===== src/rtl/rgb_frame_source.sv =====
// rgb_frame_source: streams a WIDTH x HEIGHT frame from a 1-cycle-latency read port over a vld/busy handshake
module rgb_frame_source #(
  parameter int WIDTH  = 256,
  parameter int HEIGHT = 256,
  parameter int ADDR_W = 16
) (
  input  logic              i_clk,
  input  logic              i_rst,
  input  logic              i_start,
  output logic              o_active,
  output logic              o_done,
  output logic              o_mem_rd,
  output logic [ADDR_W-1:0] o_mem_addr,
  input  logic [23:0]       i_mem_rdata,
  output logic              o_rgb_vld,
  output logic [23:0]       o_rgb_data,
  input  logic              i_rgb_busy
);
  localparam int TOTAL = WIDTH * HEIGHT;
  localparam int PW = $clog2(TOTAL + 1);
  typedef enum logic [1:0] {IDLE, RUN, DRAIN, DONE} state_t;
  state_t state, state_n;
  logic [PW-1:0] rd_cnt, pix_cnt;
  logic [ADDR_W-1:0] addr;
  logic [23:0] fifo [2];
  logic [1:0] count;
  logic wr_ptr, rd_ptr, in_flight, pop, last_rd, last_px;
  assign pop = o_rgb_vld && !i_rgb_busy;
  assign last_rd = rd_cnt == PW'(TOTAL - 1);
  assign last_px = pix_cnt == PW'(TOTAL - 1);
  assign o_mem_rd = state == RUN && 3'(count) + 3'(in_flight) < 3'd2 + 3'(pop);
  assign o_mem_addr = addr;
  assign o_active = state == RUN || state == DRAIN;
  assign o_done = state == DONE;
  assign o_rgb_vld = count != 2'd0;
  assign o_rgb_data = fifo[rd_ptr];
  always_comb begin
    state_n = state;
    if (state == IDLE && i_start) state_n = RUN;
    if (state == RUN && o_mem_rd && last_rd) state_n = DRAIN;
    if (state == DRAIN && pop && last_px) state_n = DONE;
    if (state == DONE) state_n = IDLE;
  end
  always_ff @(posedge i_clk) begin
    if (i_rst) begin
      state <= IDLE;
      rd_cnt <= '0;
      pix_cnt <= '0;
      addr <= '0;
      in_flight <= 1'b0;
    end else begin
      state <= state_n;
      in_flight <= o_mem_rd;
      if (state == IDLE && i_start) begin
        rd_cnt <= '0;
        pix_cnt <= '0;
        addr <= '0;
      end else begin
        if (o_mem_rd) rd_cnt <= rd_cnt + PW'(1);
        if (o_mem_rd && !last_rd) addr <= addr + ADDR_W'(1);
        if (pop) pix_cnt <= pix_cnt + PW'(1);
      end
    end
  end
  always_ff @(posedge i_clk) begin
    if (i_rst) begin
      fifo[0] <= '0;
      fifo[1] <= '0;
      wr_ptr <= 1'b0;
      rd_ptr <= 1'b0;
      count <= '0;
    end else begin
      if (in_flight) fifo[wr_ptr] <= i_mem_rdata;
      if (in_flight) wr_ptr <= ~wr_ptr;
      if (pop) rd_ptr <= ~rd_ptr;
      count <= count + 2'(in_flight) - 2'(pop);
    end
  end
endmodule

===== config.mk =====
export PLATFORM = sky130hd
export DESIGN_NAME = rgb_frame_source
export DESIGN_NICKNAME = d
export VERILOG_FILES = /design/src/rtl/rgb_frame_source.sv
export SDC_FILE = /design/constraint.sdc
export NUM_CORES = 1
export LEC_CHECK = 0
export CELL_PAD_IN_SITES_DETAIL_PLACEMENT = 0
export CELL_PAD_IN_SITES_GLOBAL_PLACEMENT = 2
export CORE_MARGIN = 2
export CORE_UTILIZATION = 24
export DETAILED_ROUTE_END_ITERATION = 8
export GPL_TIMING_DRIVEN = 1
export MAX_ROUTING_LAYER = met4
export PLACE_DENSITY = 0.68
export SLEW_MARGIN = 10
export SYNTH_ARGS = -nofsm -noshare
export SYNTH_HDL_FRONTEND = slang
export SYNTH_SLANG_ARGS = --single-unit

===== constraint.sdc =====
create_clock -name i_clk -period 2.7 [get_ports i_clk]
set_input_delay 0.54 -clock i_clk [delete_from_list [all_inputs] [get_ports i_clk]]
set_output_delay 0.54 -clock i_clk [all_outputs]
set_load 0.02 [all_outputs]

==> results.yml, run 1 <==
clocking:
  tritoncts: "yes"
  cts_num_sinks: 106
  cts_buffer_depth: 2
  cts_root_buf: "clkbuf_16"
  cts_setup_buffers: 0
  path_clk_slew_ns: 0.08
  cts_buffers: 9
  clk_latency_ns: 0.36
  htreeDepth: 3
global_route:
  grtUsageTotal_pct: 11.6
  use_met2_pct: 17.5
  grt_pass1_vias: 3868
  grt_max_degree: 53
  antenna_found_initial: 0
  globalRoute.busiestLayer: "met2"
  grt-ovfl-total: 0
  use_met1_pct: 15.5
  met3_usage_pct: 2.07
  grt_pass1_wl_um: 19600
outcome:
  status: "finished, final reports clean"
setup_path:
  reg2reg_depth: 9
  critical_path_class: "reg2reg"
  critical_path_peak_fanout: 10
  worstPathRequired_ns: 2.99
  cp-end-kind: "flop"
  r2r_start: "rd_cnt[0]$_SDFFE_PP0P_"
  r2r_slack_ns: 0.17
  worstSetupStartpointType: "flop"
  r2r-end: "o_mem_addr[14]$_SDFFE_PP0P_"
  worstPathArrival_ns: 2.82
finish:
  syn2layout_area_growth_pct: 28.6
  fin_cells: 819
  nets: 585
  fillers: 2093
  drive_gt1_share_pct: 13.8
  num_antenna_cells: 0
yosys:
  synth_nets: 508
  synth_top_area_share_pct: 29.0
  async_flop_share_pct: 0
  synth_top_family_by_area: "simple AND/OR/NAND/NOR gates"
  ys.flop_type: "dfxtp_1"
  synthXorXnorAreaFrac_pct: 1.94
  synthDistinctLibCells: 51
  ys_warn_count: 0
  avgSynthCellArea_um2: 10.6
  synth_compound_area_share_pct: 11.5
  synth_area_um2: 4970
  netlist_top_cells_count: "58 x dfxtp_1, 50 x and2_1, 48 x edfxtp_1"
  muxShareOfSynthArea_pct: 5.64
  yosys.area_share.simple_pct: 22.1
  synth_area_leaders: "edfxtp_1 29%, dfxtp_1 23%, and2_1 6.3%, mux2_2 5.4%, a21oi_1 3.6%"
  synth-seq-area-share_pct: 52.3
  yosysTopAreaCell: "edfxtp_1"
  synthAdderAreaFrac_pct: 3.27
  ys_ff_latch: 106
  synth_edf_count: 48
  synth_most_common_cell: "dfxtp_1"
  netlist_instances: 467
detailed_routing:
  wl_um: 12100
  avgRoutedWirePerCell_um: 14.8
  viasPerCell: 4.73
  firstDrtPassIters: 4
  dr.first_iter.drc_count: 183
  detail-route-antenna-nets: 0
  num_vias: 3871
  drc: 0
power_and_ir_drop:
  vdd_ir_drop_max_uv: 230
  power.density_nw_per_um2: 629
  p_leak_uw: 0.00221
timing:
  worst_pin_slew_ns: 0.504
  min_period_ns: 2.53
  finalClockSkew_ns: 0.00872
  setup_viol: 0
  hold_viol: 0
  min_period_over_period_pct: 93.9
  clock.fmax_ghz: 0.395
  maxSlewHeadroom_pct: 66.4
  final_max_slew_viol_count: 0
  finalWorstSetupSlack_ns: 0.166
  rsz0062_at_grt: "false"
  finalSetupTns_ns: 0
die:
  start_util_pct: 24.5
  io_pins: 72
  die_w_um: 148
  core.rowCount: 52
  die_y_um: 148
  die-area_um2: 21900
  fp.coreArea_um2: 20300
worst_hold_path:
  hp-start: "rd_cnt[14]$_SDFFE_PP0P_"
  hold_end: "rd_cnt[14]$_SDFFE_PP0P_"
  hold_path.class: "reg2reg"
  hold_path_depth: 2
placed_design:
  port-buffer-count: 71
  dp_hpwl_um: 8200
  place_ws_ns: 0.0822
  dpl.cell_count: 803
  gp_congestion: 0.709
run:
  drv_cap: 0
## worst max-delay path by stage
stage / start / end / slack [ns] / cells past startpoint
2_1_floorplan: rd_cnt[0]$_SDFFE_PP0P_ / o_mem_addr[13]$_SDFFE_PP0P_ / 0.33 / 9
3_3_place_gp: i_rgb_busy / o_mem_rd / 0.06 / 5
3_5_place_dp: i_rgb_busy / o_mem_rd / 0.08 / 5
4_1_cts: count[0]$_SDFF_PP0_ / o_mem_rd / 0.04 / 5
5_1_grt: rd_cnt[0]$_SDFFE_PP0P_ / o_mem_addr[14]$_SDFFE_PP0P_ / 0.0004 / 9
6_report: rd_cnt[0]$_SDFFE_PP0P_ / o_mem_addr[14]$_SDFFE_PP0P_ / 0.17 / 9
## kinds of logic (layout without fill, tap and decap cells)
logic type / count (synthesis) / after routing
AOI/OAI and AO/OA: 90 / 90
muxes: 25 / 25
xor gates and xnor gates: 11 / 11
and+or+nand+nor: 184 / 184
buffers and inverters: 38 / 120
DFF: 106 / 106
adders and majority gates: 13 / 13
## critical path: stages, from the launching register on
cell and delay, ns:
dfxtp_1 0.35, ha_1 0.26, and3_1 0.19, nand3_1 0.09, nor2_1 0.06, ha_1 0.26, nand4b_1 0.24, or2_1 0.36
or4_1 0.50, a21oi_1 0.14
## layout by cell type (no fill, tap or decap), types with 9 or more instances in the layout
cell and instances:
mux2_2 24, buf_4 21, inv_1 11, nor2_1 19
nand3_1 20, ha_1 13, clkbuf_16 9, edfxtp_1 48
dfxtp_1 58, o31ai_1 23, nand4_1 13, and2_1 50
or4_1 21, o21ai_0 10, nand2_1 19, a21oi_1 36
clkdlybuf4s50_1 70
## flip-flops by register name, summed over array words and instances, names as in the netlist, named ones only
register / flops
wr_ptr: 1
fifo: 48
count: 2
in_flight: 1
pix_cnt: 17
rd_cnt: 17
o_mem_addr: 16
rd_ptr: 1
state: 2
## power by group
part           internal (uW)  total (uW)  switching [uW]  leakage [uW]
clock                    660        1340             682      0.000145
combinational            394         885             492       0.00110
sequential              1760        1790            38.6      0.000968
## through the flow
| stage | power (uW) | instance area (um2) | hold WS (ns) | util, % |
|---|---|---|---|---|
| floorplan | 2350 | 4970 | 0.448 | - |
| global placement | 2720 | 6090 | 0.457 | 30.0 |
| detailed placement | 2730 | 6090 | 0.474 | 30.0 |
| CTS | 4090 | 6390 | 0.487 | 31.5 |
| global route | 4220 | 6400 | 0.502 | 31.5 |
| finish | 4020 | 6400 | 0.484 | 31.5 |
## metal layers
layer | up-vias | share of wire [%] | wire length [um]
met2 | 73 | 44 | 5330
met5 | - | 0 | 0
met1 | 1891 | 50 | 6070
met4 | 0 | 1.8 | 214
met3 | 14 | 4.2 | 507
li1 | 1893 | - | -
## cell type report
cell class,instances,area (um2),area share [%]
inverters,11,41.3,0.645
well taps,270,338,5.28
clock buffers,9,225,3.52
clock inverters,7,75.1,1.17
repair buffers,93,891,13.9
multi-input cells,323,2220,34.8
flip-flops and latches,106,2600,40.7
## repair_timing
| action | 4_1_cts | 5_1_grt |
|---|---|---|
| hold buffers | 0 | 0 |
| endpoints found under the setup margin | 0 | 5 |
| resized for setup | 0 | 2 |
Note: power is estimated with default switching activity, not from simulation.
==> run 2, diff against run 1 <==
--- a/config.mk
+++ b/config.mk
@@ -12,7 +12,7 @@
 export DETAILED_ROUTE_END_ITERATION = 8
 export GPL_TIMING_DRIVEN = 1
 export MAX_ROUTING_LAYER = met4
-export PLACE_DENSITY = 0.68
+export PLACE_DENSITY = 0.7
 export SLEW_MARGIN = 10
 export SYNTH_ARGS = -nofsm -noshare
 export SYNTH_HDL_FRONTEND = slang
==> constraint.sdc (replaced) <==
create_clock -name i_clk -period 2.1 [get_ports i_clk]
set_input_delay 0.42 -clock i_clk [delete_from_list [all_inputs] [get_ports i_clk]]
set_output_delay 0.42 -clock i_clk [all_outputs]
set_load 0.02 [all_outputs]
==> results.yml, run 2 (synthesized netlist as in run 1, its figures left out) <==
outcome:
  status: "finished with violations"
  violations: "setup timing"
timing:
  worst_pin_slew_ns: 0.342
  clock.fmax_ghz: 0.457
  hold_viol: 0
  finalClockSkew_ns: 0.00806
  maxSlewHeadroom_pct: 76.9
  rsz0062_at_grt: "true"
  min_period_ns: 2.19
  final_max_slew_viol_count: 0
  min_period_over_period_pct: 104
  setup_viol: 2
  finalWorstSetupSlack_ns: -0.0889
clocking:
  tritoncts: "yes"
  path_clk_slew_ns: 0.08
  cts_buffers: 9
  cts_buffer_depth: 2
  clk_latency_ns: 0.35
  htreeDepth: 3
  cts_root_buf: "clkbuf_16"
  ctsHoldBuffers: 0
  cts_num_sinks: 106
detailed_routing:
  wl_um: 12100
  avgRoutedWirePerCell_um: 14.1
  dr.first_iter.drc_count: 175
  route.met2.wl_um: 5550
  detail-route-antenna-nets: 0
  met3_length_um: 440
  num_vias: 3994
  drc: 0
  firstDrtPassIters: 4
  highest_layer: "met4"
  viasPerCell: 4.66
  met1_length_um: 5950
power_and_ir_drop:
  power.density_nw_per_um2: 752
  p_leak_uw: 0.00251
  vdd_ir_drop_max_uv: 305
finish:
  top_register: "fifo"
  fin_cells: 858
  largest_reg_flops: 48
  mostFrequentLayoutCell: "dfxtp_1"
  layout_common_cells: "56 x dfxtp_1, 54 x buf_4, 50 x and2_1, 48 x edfxtp_1, 43 x clkdlybuf4s50_1"
  drive_gt1_share_pct: 23.3
  syn2layout_area_growth_pct: 37.3
  nets: 624
  fillers: 2076
  biggestRegsByFlops: "fifo: 48 flops, pix_cnt: 17 flops, rd_cnt: 17 flops"
  num_antenna_cells: 0
  fin_area_um2: 6830
setup_path:
  worstPathArrival_ns: 2.48
  worstPathRequired_ns: 2.39
  cp-end-kind: "flop"
  critical_path_peak_fanout: 5
  worstSetupStartpointType: "flop"
  critical_path_class: "reg2reg"
placed_design:
  dpl.cell_count: 836
  place_area_um2: 6430
  port-buffer-count: 71
  gp_congestion: 0.707
  dp_hpwl_um: 8310
die:
  die_w_um: 148
  fp.coreArea_um2: 20300
  die-area_um2: 21900
  io_pins: 72
  start_util_pct: 24.5
  die_y_um: 148
  core.rowCount: 52
global_route:
  grt_pass1_vias: 3991
  antenna_found_initial: 0
  grt_pass1_wl_um: 20100
  grtUsageTotal_pct: 11.8
  grt_max_degree: 53
  grt-ovfl-total: 0
run:
  drv_cap: 0
worst_hold_path:
  hold_path.class: "reg2reg"
-- run 2: stage by stage --
step	TNS, ns	hold WS, ns	util (%)	power [uW]	setup WS [ns]
floorplan	-0.109	0.448	-	3030	-0.101
global placement	-5.16	0.463	31.7	3530	-0.483
detailed placement	-5.86	0.468	31.7	3550	-0.485
CTS	-0.341	0.479	33.3	5210	-0.145
global route	-0.603	0.499	33.6	5400	-0.170
finish	-0.145	0.480	33.6	5130	-0.0889
-- run 2: where the power goes --
part           internal, uW  switching, uW
sequential             2260           50.4
combinational           483            638
clock                   850            855
total                  3590           1540
-- run 2: area by class of cell --
cell class / count / area, um2 / area share (%)
inverter: 11 / 41.3 / 0.605
tap: 270 / 338 / 4.95
sequential: 106 / 2610 / 38.1
timing repair buffer: 132 / 1210 / 17.7
clock buffer: 9 / 225 / 3.30
multi-input combinational: 323 / 2340 / 34.2
clock inverter: 7 / 75.1 / 1.10
-- run 2: critical path: stages (launching register included) --
cell	delay, ns
dfxtp_2	0.34
ha_4	0.15
and3_4	0.15
nand3_4	0.09
nor2_4	0.04
ha_4	0.17
buf_6	0.11
or4b_4	0.51
or4_4	0.43
a21oi_2	0.14
-- run 2: per-layer routing --
layer,up-vias,global-route usage (%)
met3,14,2.10
met1,1921,15.3
met2,75,18.5
met4,0,4.14
met5,-,-
li1,1984,-
-- run 2: worst paths after layout --
kind                                start                    endpoint  slack [ns]  depth (start not counted)
hold / removal    pix_cnt[1]$_SDFFE_PP0P_     pix_cnt[1]$_SDFFE_PP0P_        0.48                          2
setup / recovery   rd_cnt[1]$_SDFFE_PP0P_  o_mem_addr[9]$_SDFFE_PP0P_       -0.09                          9
hold reg to reg   pix_cnt[1]$_SDFFE_PP0P_     pix_cnt[1]$_SDFFE_PP0P_        0.48                          2
setup reg to reg   rd_cnt[1]$_SDFFE_PP0P_  o_mem_addr[9]$_SDFFE_PP0P_       -0.09                          9
-- run 2: repair_timing --
item,CTS,global route
buffers inserted,3,3
hold endpoints to repair,0,0
gates resized for setup,37,17
pin swaps,8,6
setup endpoints to repair,37,18
==> run 3, diff against run 2 <==
--- a/config.mk
+++ b/config.mk
@@ -10,7 +10,7 @@
 export CORE_MARGIN = 2
 export CORE_UTILIZATION = 24
 export DETAILED_ROUTE_END_ITERATION = 8
-export GPL_TIMING_DRIVEN = 1
+export GPL_TIMING_DRIVEN = 0
 export MAX_ROUTING_LAYER = met4
 export PLACE_DENSITY = 0.7
 export SLEW_MARGIN = 10
==> results.yml, run 3 (synthesized netlist as in run 1, its figures left out) <==
die:
  fp.coreArea_um2: 20300
  die_w_um: 148
  io_pins: 72
  core.rowCount: 52
  die-area_um2: 21900
  die_y_um: 148
  start_util_pct: 24.5
setup_path:
  worstPathArrival_ns: 2.53
  r2r-end: "o_mem_addr[13]$_SDFFE_PP0P_"
  critical_path_peak_fanout: 3
  r2r_start: "rd_cnt[0]$_SDFFE_PP0P_"
  path_delay_family: "simple AND/OR/NAND/NOR gates"
  r2r_slack_ns: -0.15
  cp_common_cell: "ha_4"
  worstSetupStartpointType: "flop"
  cp_slowest_stage_delay_ns: 0.48
  cp_slowest_cell: "or4_1"
  worst-path-buf-inv: 1
  worstPathRequired_ns: 2.37
  reg2reg_depth: 9
  critical_path_class: "reg2reg"
  cp-end-kind: "flop"
  worstPathCellList: "ha_4 > and3_4 > nand3_4 > nor2_4 > ha_4 > buf_6 > or4_4 > or4_1 > a21oi_1"
clocking:
  htreeDepth: 3
  cts_buffer_depth: 2
  clk_latency_ns: 0.35
  tritoncts: "yes"
  cts_num_sinks: 106
  path_clk_slew_ns: 0.07
  cts_buffers: 9
  cts_root_buf: "clkbuf_16"
placed_design:
  dp_hpwl_um: 8890
  place_ws_ns: -0.938
  port-buffer-count: 71
  gp_congestion: 0.748
worst_hold_path:
  hp-start: "pix_cnt[1]$_SDFFE_PP0P_"
  hold_path.class: "reg2reg"
  hold_path_depth: 2
  hold_end: "pix_cnt[1]$_SDFFE_PP0P_"
power_and_ir_drop:
  vdd_ir_drop_max_uv: 323
  p_leak_uw: 0.00239
  power.density_nw_per_um2: 772
finish:
  drive_gt1_share_pct: 19.8
  layout_common_cells: "54 x dfxtp_1, 50 x and2_1, 48 x edfxtp_1, 44 x clkdlybuf4s50_1, 34 x a21oi_1"
  num_antenna_cells: 0
  top_register: "fifo"
  mostFrequentLayoutCell: "dfxtp_1"
  syn2layout_area_growth_pct: 33.4
  biggestRegsByFlops: "fifo: 48 flops, pix_cnt: 17 flops, rd_cnt: 17 flops"
  nets: 607
  largest_reg_flops: 48
global_route:
  grt-ovfl-total: 0
  antenna_found_initial: 0
  grtUsageTotal_pct: 12.0
  grt_pass1_wl_um: 20200
  grt_pass1_vias: 3881
  grt_max_degree: 25
timing:
  min_period_ns: 2.25
  finalWorstSetupSlack_ns: -0.153
  hold-worst-slack_ns: 0.480
  hold_viol: 0
  worst_pin_slew_ns: 0.790
  min_period_over_period_pct: 107
  setup_viol: 9
  clock.fmax_ghz: 0.444
  rsz0062_at_grt: "true"
  finalClockSkew_ns: 0.0103
  final_max_slew_viol_count: 0
  maxSlewHeadroom_pct: 47.3
detailed_routing:
  wl_um: 12800
  num_vias: 4007
  avgRoutedWirePerCell_um: 15.3
  viasPerCell: 4.76
  detail-route-antenna-nets: 0
  firstDrtPassIters: 6
  dr.first_iter.drc_count: 157
  drc: 0
outcome:
  status: "finished with violations"
  violations: "setup timing"
run:
  drv_cap: 0
-- run 3: cell types whose count changed in the layout (fill, tap and decap cells not counted), moves of 3 or more --
cell            before  now
dlymetal6s2s_1       1    5
clkbuf_2             0    3
dfxtp_4              0    3
buf_4               54   24
buf_12               5    0
dlygate4sd2_1       26   21
inv_8                3    0
clkbuf_1             0   10
-- run 3: through the flow --
step / std cells / power, uW / setup TNS, ns / instance area [um2] / util [%]
2_1_floorplan: 467 / 3030 / -0.109 / 5020 / -
3_3_place_gp: 808 / 3520 / -64.96 / 6070 / 29.9
3_5_place_dp: 808 / 3520 / -50.87 / 6080 / 30.0
4_1_cts: 831 / 5160 / -0.592 / 6480 / 31.9
5_1_grt: 841 / 5360 / -1.35 / 6630 / 32.7
6_report: 841 / 5120 / -0.521 / 6630 / 32.7
-- run 3: how the worst max path moves through the flow --
| stage | from | cells after the start | slack (ns) | to |
|---|---|---|---|---|
| after floorplan | rd_cnt[1]$_SDFFE_PP0P_ | 9 | -0.10 | o_mem_addr[13]$_SDFFE_PP0P_ |
| after global placement | i_rgb_busy | 6 | -0.97 | o_mem_rd |
| after detailed placement | i_rgb_busy | 6 | -0.94 | o_mem_rd |
| after CTS | i_rgb_busy | 6 | -0.22 | o_mem_rd |
| after global routing | rd_cnt[1]$_SDFFE_PP0P_ | 9 | -0.19 | o_mem_addr[13]$_SDFFE_PP0P_ |
| final | rd_cnt[0]$_SDFFE_PP0P_ | 9 | -0.15 | o_mem_addr[13]$_SDFFE_PP0P_ |
-- run 3: layout make-up --
type / count / area (um2)
fill: 2082 / 13700
sequential: 106 / 2620
multi-input combinational: 323 / 2350
timing repair buffer: 90 / 841
tap: 270 / 338
clock buffer: 10 / 229
buffer: 25 / 173
clock inverter: 6 / 47.5
inverter: 11 / 43.8
-- run 3: routing by layer --
layer	GRT usage, %	part of all wire, %	up-vias
li1	-	-	1945
met1	15.6	48	1969
met2	18.9	46	78
met3	2.31	4.4	15
met4	4.19	1.5	0
met5	-	0	-
-- run 3: timing repair --
item                                    in CTS  in global routing
pin swaps                                    6                  9
gates cloned                                 0                  0
setup buffers                                9                 10
endpoints found under the setup margin      66                 29
endpoints found under the hold margin        0                  0
hold buffers                                 0                  0
resized for setup                           55                 35
-- run 3: worst reg2reg max path, cell delays in order, from the launching register on --
cell	delay (ns)
dfxtp_4	0.35
ha_4	0.15
and3_4	0.18
nand3_4	0.09
nor2_4	0.04
ha_4	0.16
buf_6	0.11
or4_4	0.47
or4_1	0.48
a21oi_1	0.13
-- run 3: power breakdown --
group | leakage [uW] | total, uW | internal [uW] | switching [uW]
registers | 0.000970 | 2320 | 2260 | 62.3
clock network | 0.000130 | 1620 | 820 | 796
logic | 0.00129 | 1180 | 507 | 671
total | 0.00239 | 5120 | 3590 | 1530
